==> src/rtl/entrada_timer_controle_pkg.sv <==
// Shared constants, key-code type and keypad priority encoder for the cooking-timer input front end.
package entrada_timer_controle_pkg;

    localparam int KEY_W           = 4;
    localparam int NUM_KEYS        = 10;
    localparam int CLK_DIV_DEFAULT = 100;

    typedef logic [KEY_W-1:0] key_code_t;

    localparam key_code_t NO_KEY = 4'hF;

    // Highest pressed key wins; an idle keypad maps to NO_KEY.
    function automatic key_code_t encode_key(input logic [NUM_KEYS-1:0] keys);
        key_code_t code;
        code = NO_KEY;
        for (int i = 0; i < NUM_KEYS; i++) begin
            if (keys[i]) begin
                code = KEY_W'(i);
            end
        end
        return code;
    endfunction

endpackage

==> src/rtl/entrada_timer_controle_div_1hz.sv <==
// Free-running divider: counts 0..CLK_DIV-1 and drives a registered 50% duty pgt output.
module entrada_timer_controle_div_1hz
    import entrada_timer_controle_pkg::*;
#(
    parameter int CLK_DIV = CLK_DIV_DEFAULT
) (
    input  logic clk_i,
    input  logic rst_i,
    output logic pgt_o
);

    localparam int CW = $clog2(CLK_DIV);

    logic [CW-1:0] count_q;
    logic [CW-1:0] count_d;
    logic          pgt_q;
    logic          pgt_d;

    // pgt is derived from the next count so it rises CLK_DIV/2 edges after reset.
    always_comb begin
        if (count_q == CW'(CLK_DIV - 1)) begin
            count_d = '0;
        end else begin
            count_d = count_q + CW'(1);
        end
        pgt_d = (count_d >= CW'(CLK_DIV / 2));
    end

    // Divider state.
    always_ff @(posedge clk_i or posedge rst_i) begin
        if (rst_i) begin
            count_q <= '0;
            pgt_q   <= 1'b0;
        end else begin
            count_q <= count_d;
            pgt_q   <= pgt_d;
        end
    end

    assign pgt_o = pgt_q;

endmodule

==> src/rtl/entrada_timer_controle.sv <==
// Keypad encoder, load-strobe generator and 1 Hz timebase. Optional input filter: KEYPAD_DEBOUNCE_EN.
module entrada_timer_controle
    import entrada_timer_controle_pkg::*;
#(
    parameter int CLK_DIV    = CLK_DIV_DEFAULT,
    parameter int DEB_CYCLES = 2
) (
    input  logic                Clock,
    input  logic                Reset,
    input  logic [NUM_KEYS-1:0] Teclado,
    input  logic                enableN,
    output logic [KEY_W-1:0]    D,
    output logic                loadN,
    output logic                pgt_1Hz
);

    key_code_t raw_code_s;
    key_code_t cur_code_s;
    key_code_t prev_code_q;
    key_code_t d_q;
    key_code_t d_d;
    logic      loadn_q;
    logic      loadn_d;

    assign raw_code_s = encode_key(Teclado);

`ifdef KEYPAD_DEBOUNCE_EN
    localparam int DW = $clog2(DEB_CYCLES + 1);

    key_code_t      cand_q;
    key_code_t      stable_q;
    logic [DW-1:0]  deb_cnt_q;
    logic [DW-1:0]  deb_eff_s;

    // A code becomes current on the DEB_CYCLES-th identical consecutive sample.
    always_comb begin
        if (raw_code_s == cand_q) begin
            if (deb_cnt_q == DW'(DEB_CYCLES)) begin
                deb_eff_s = deb_cnt_q;
            end else begin
                deb_eff_s = deb_cnt_q + DW'(1);
            end
        end else begin
            deb_eff_s = DW'(1);
        end
        if (deb_eff_s >= DW'(DEB_CYCLES)) begin
            cur_code_s = raw_code_s;
        end else begin
            cur_code_s = stable_q;
        end
    end

    // Debounce filter state.
    always_ff @(posedge Clock or posedge Reset) begin
        if (Reset) begin
            cand_q    <= NO_KEY;
            stable_q  <= NO_KEY;
            deb_cnt_q <= '0;
        end else begin
            cand_q    <= raw_code_s;
            stable_q  <= cur_code_s;
            deb_cnt_q <= deb_eff_s;
        end
    end
`else
    assign cur_code_s = raw_code_s;

    if (DEB_CYCLES < 1) begin : g_deb_cycles_invalid
    end
`endif

    // Accept a valid key only on the edge where its code first appears.
    always_comb begin
        d_d     = d_q;
        loadn_d = 1'b1;
        if (!enableN && (cur_code_s != NO_KEY) && (cur_code_s != prev_code_q)) begin
            d_d     = cur_code_s;
            loadn_d = 1'b0;
        end else begin
            d_d     = d_q;
            loadn_d = 1'b1;
        end
    end

    // Strobe, digit and previous-code registers; the previous code tracks even while disabled.
    always_ff @(posedge Clock or posedge Reset) begin
        if (Reset) begin
            prev_code_q <= NO_KEY;
            d_q         <= 4'd0;
            loadn_q     <= 1'b1;
        end else begin
            prev_code_q <= cur_code_s;
            d_q         <= d_d;
            loadn_q     <= loadn_d;
        end
    end

    entrada_timer_controle_div_1hz #(
        .CLK_DIV (CLK_DIV)
    ) u_div_1hz (
        .clk_i (Clock),
        .rst_i (Reset),
        .pgt_o (pgt_1Hz)
    );

    assign D     = d_q;
    assign loadN = loadn_q;

endmodule

==> config.mk <==
export PLATFORM = sky130hd
export DESIGN_NAME = entrada_timer_controle
export DESIGN_NICKNAME = d
export VERILOG_FILES = /design/src/rtl/entrada_timer_controle_pkg.sv /design/src/rtl/entrada_timer_controle_div_1hz.sv /design/src/rtl/entrada_timer_controle.sv
export SDC_FILE = /design/constraint.sdc
export NUM_CORES = 1
export LEC_CHECK = 0
export ABC_AREA = 0
export ABC_CLOCK_PERIOD_IN_PS = 2320
export CORE_AREA = 4 4 67 63
export CTS_CLUSTER_DIAMETER = 80
export DETAILED_ROUTE_END_ITERATION = 8
export DIE_AREA = 0 0 71 67
export HOLD_SLACK_MARGIN = 0.1
export PLACE_DENSITY = 0.6
export RECOVER_POWER = 100
export SKIP_LAST_GASP = 1
export SYNTH_ARGS = -nofsm -noshare
export SYNTH_HDL_FRONTEND = slang
export SYNTH_SLANG_ARGS = --single-unit
==> constraint.sdc <==
create_clock -name Clock -period 2.32 [get_ports Clock]
set_input_delay 0.696 -clock Clock [delete_from_list [all_inputs] [get_ports Clock]]
set_output_delay 0.696 -clock Clock [all_outputs]
set_load 0.01 [all_outputs]
==> key figures <==
Yosys
  • Post-synth EDFFs: 0
  • XOR/XNOR share of the synthesized area: 1.69%
  • Netlist cell types: 44
  • Compound-Gate Fraction of Synth Area: 21.6%
  • Ys async rst share: 100%
  • Syn avg cell area: 10.3 um2
  • Register area share after synthesis: 41.7%
  • Synth warn: 0
  • Netlist Area Pre-Place: 1040 um2
  • Simple-gate portion of the synthesized area: 27.3%
  • Post-synth top flop: dfrtp_1
  • Mux cell area share after synthesis: 3.14%
  • Syn nets: 116
  • Post-synthesis cell count: 101
  • Combinational family with the most area after synthesis: simple AND/OR/NAND/NOR gates
  • #FFs+latches synth: 17
  • Area share of fa/ha/maj cells after synthesis: 2.42%

Clock network
  • Clock buffer depth: 2
  • H-tree levels: 1
  • Clk slew on worst S/H paths: 60 ps
  • Root buf cell: clkbuf_8
  • CTS tree: yes
  • Clk sinks: 17
  • Clock latency on the worst-skew pair: 240 ps
  • CTS Buf Count: 3

Min path
  • WHS Path Cells: 1
  • Hold Crit Class: register to register

Timing
  • Tmin final: 2300 ps
  • Fmax: 434 MHz
  • Unrepaired setup endpoints after global routing: yes
  • Worst-Margin Slew: 648 ps
  • Final Hold Viols: 0
  • Final setup violation count: 0
  • Tcrit/Tclk final: 99.3%
  • Fin. max-slew vios: 0
  • Rel. slew slack: 56.8%
  • Layout Skew: 1.33 ps

Worst setup path
  • Crit path launch: Teclado[1]
  • Crit path depth: 6
  • Worst setup SP type: primary input
  • Slowest cell on crit path: or4_4
  • Crit-path cells: buf_8 -> or4_4 -> nor4_4 -> nor3_4 -> o41ai_4 -> mux2_4
  • Req. time, crit path: 2450 ps
  • Crit end category: register
  • Crit path DAT: 2430 ps
  • Crit path buf inv count: 1
  • CP Class: primary input to register
  • Max stage delay on crit path: 570 ps
  • CP Capture Point: D[3]$_DFFE_PP0P_
  • R2r setup slk: 280 ps
  • Largest delay contributor family on the critical path: simple AND/OR/NAND/NOR gates
  • Critical R2R Launch: prev_code_q[2]$_DFF_PP1_
  • Crit path max fanout: 5
  • Worst R2R Path Depth: 5
  • Worst R2R End: D[3]$_DFFE_PP0P_

Final layout
  • Layout area overhead: 54.5%
  • Antenna Cells: 0
  • Fill cells: 370
  • Final Util: 44.8%
  • Area of the multi-input gates: 649 um2
  • Reg area: 432 um2
  • Final Net Count: 169
  • Layout cells sized above 1: 43.1%

Die
  • Die area: 4760 um2
  • Initial Util: 29.0%
  • Chip Width: 71 um
  • Die height: 67 um
  • Io pins: 19
  • Standard-cell rows: 21
  • Core Footprint: 3570 um2

Placed design
  • RD Place Congestion: 0.839
  • Count of buffers from port buffering: 18
  • Final HPWL DP: 2000 um

Routing
  • Via/cell ratio: 5.07
  • Via Count: 1,009
  • Routed wire length per instance: 14.1 um
  • Initial DRC Count: 30
  • Antenna viol nets, final: 0
  • 1st-pass router iterations: 4
  • DRC Markers: 0
  • Routed WL: 2810 um

Job
  • Number of max-cap violations: 0

Pwr
  • Comb pwr share: 27.0%
  • Int Pwr: 0.000555 W
  • Sw Share: 25.7%
  • PD cells: 467 nW/um2
  • NetSw: 0.000192 W
  • Leakage: 0.666 nW
  • Max IR drop VDD: 328 uV
  • Clock share of power: 28.3%
  • Sequential power share: 44.7%
  • Power Total: 0.000747 W

Global routing
  • Largest net degree at the start of global routing: 18
  • Initial antenna violation count: 0
  • First-pass GRT wire length: 4750 um
  • GR Util All Layers: 12.6%
  • Vias in the first global route: 1,064
  • Total gr overflow: 0

Run status
  • Run status: finished, final reports clean
-- metal layers --
metal  wire [um]  vias to the layer above  track usage, %
met5           0                        -               0
met4          57                        0            5.63
met3         101                        7            2.11
met2        1500                       23            23.8
met1        1160                      485            13.8
li1            -                      494               -
-- placed cells by master, fill, tap and decap left out, types with 2 or more instances in the layout --
master,Yosys,final
buf_4,0,25
dfrtp_1,12,12
nor2_1,9,8
dlygate4sd3_1,0,7
inv_1,6,6
a21oi_1,6,6
o21ai_0,6,5
buf_6,0,5
dfstp_2,5,5
nand3_1,4,4
buf_2,0,4
nand2b_1,3,3
nand2_1,3,3
clkbuf_8,0,3
nor2b_1,2,2
xnor2_1,2,2
nand3b_1,2,2
nand4_1,2,2
or4_4,2,2
o31a_2,2,2
and4_1,2,2
a31oi_1,2,2
mux2_4,0,2
o32ai_1,2,2
ha_1,2,2
clkbuf_1,0,2
-- worst min path at each step --
stage                                        start                             end
floorplan           u_div_1hz.count_q[0]$_DFF_PP0_  u_div_1hz.count_q[0]$_DFF_PP0_
global placement                  D[2]$_DFFE_PP0P_                D[2]$_DFFE_PP0P_
detailed placement  u_div_1hz.count_q[0]$_DFF_PP0_  u_div_1hz.count_q[0]$_DFF_PP0_
CTS                 u_div_1hz.count_q[0]$_DFF_PP0_  u_div_1hz.count_q[0]$_DFF_PP0_
global route                      D[2]$_DFFE_PP0P_                D[2]$_DFFE_PP0P_
finish              u_div_1hz.count_q[0]$_DFF_PP0_  u_div_1hz.count_q[0]$_DFF_PP0_
-- metrics by stage --
step                hold slack [ps]  cells  setup TNS (ps)  setup WS, ps  cell area (um2)
finish                          534    199               0          17.0             1600
global route                    555    199           -50.4         -30.4             1600
CTS                             533    197           -28.6         -16.3             1570
detailed placement              521    188           -2840          -678             1450
global placement                508    188           -2740          -650             1450
floorplan                       474    101            -264          -113             1040
-- layout make-up --
| class | instances | share of cell area, % |
|---|---|---|
| multi-input cells | 78 | 40.6 |
| flip-flops and latches | 17 | 27.0 |
| repair buffers | 48 | 24.6 |
| well taps | 46 | 3.60 |
| clock buffers | 4 | 2.81 |
| inverters | 6 | 1.41 |
-- worst register-to-register path: stages (launching register included) --
cell,delay [ps]
dfstp_2,540
or4b_1,450
o22ai_2,190
nor3_4,80
o41ai_4,320
mux2_4,340
-- cells in the mapped netlist (all sizes together) (2+ instances only) --
library cell / number / share of area (%)
a21oi: 6 / 2.9
a31oi: 2 / 1.2
and4: 2 / 1.7
dfrtp: 12 / 29
dfstp: 5 / 13
ha: 2 / 2.4
inv: 6 / 2.2
mux2: 2 / 2.2
nand2: 3 / 1.1
nand2b: 3 / 1.8
nand3: 4 / 1.9
nand3b: 2 / 1.4
nand4: 2 / 1.2
nor2: 9 / 3.3
nor2b: 2 / 1.2
nor4: 3 / 3.3
o21ai: 6 / 2.9
o31a: 2 / 1.9
o32ai: 2 / 1.7
or4: 3 / 2.9
or4b: 2 / 1.9
xnor2: 2 / 1.7
-- logic make-up (layout without fill, tap and decap cells) --
| kind of cell | count (synthesis) | count (layout) |
|---|---|---|
| AND/OR/NAND/NOR | 42 | 42 |
| AO/OA/AOI/OAI | 29 | 29 |
| flip-flops | 17 | 17 |
| buffers and inverters | 6 | 58 |
| multiplexers | 3 | 3 |
| adder cells (fa/ha/maj) | 2 | 2 |
| XOR/XNOR | 2 | 2 |
-- power groups by stage --
stage               Clock, W  Sequential [W]  Combinational, W
finish              0.000211        0.000334          0.000201
global route        0.000234        0.000338          0.000219
detailed placement         0        0.000340          0.000182
global placement           0        0.000339          0.000178
CTS                 0.000221        0.000335          0.000202
floorplan                  0        0.000344         0.0000673
-- sequential cells by signal, indices dropped and copies added (netlist names) --
register / cells
D: 4
u_div_1hz.count_q: 7
prev_code_q: 4
loadN: 1
u_div_1hz.pgt_o: 1
-- what timing repair did --
action                                  CTS  global route
cloned                                    0             0
endpoints found under the setup margin    5             3
hold buffers                              0             0
pin swaps                                 9             7
buffers inserted                          5             2
resized for setup                        46            10
Power figures use the tool's default switching activity.
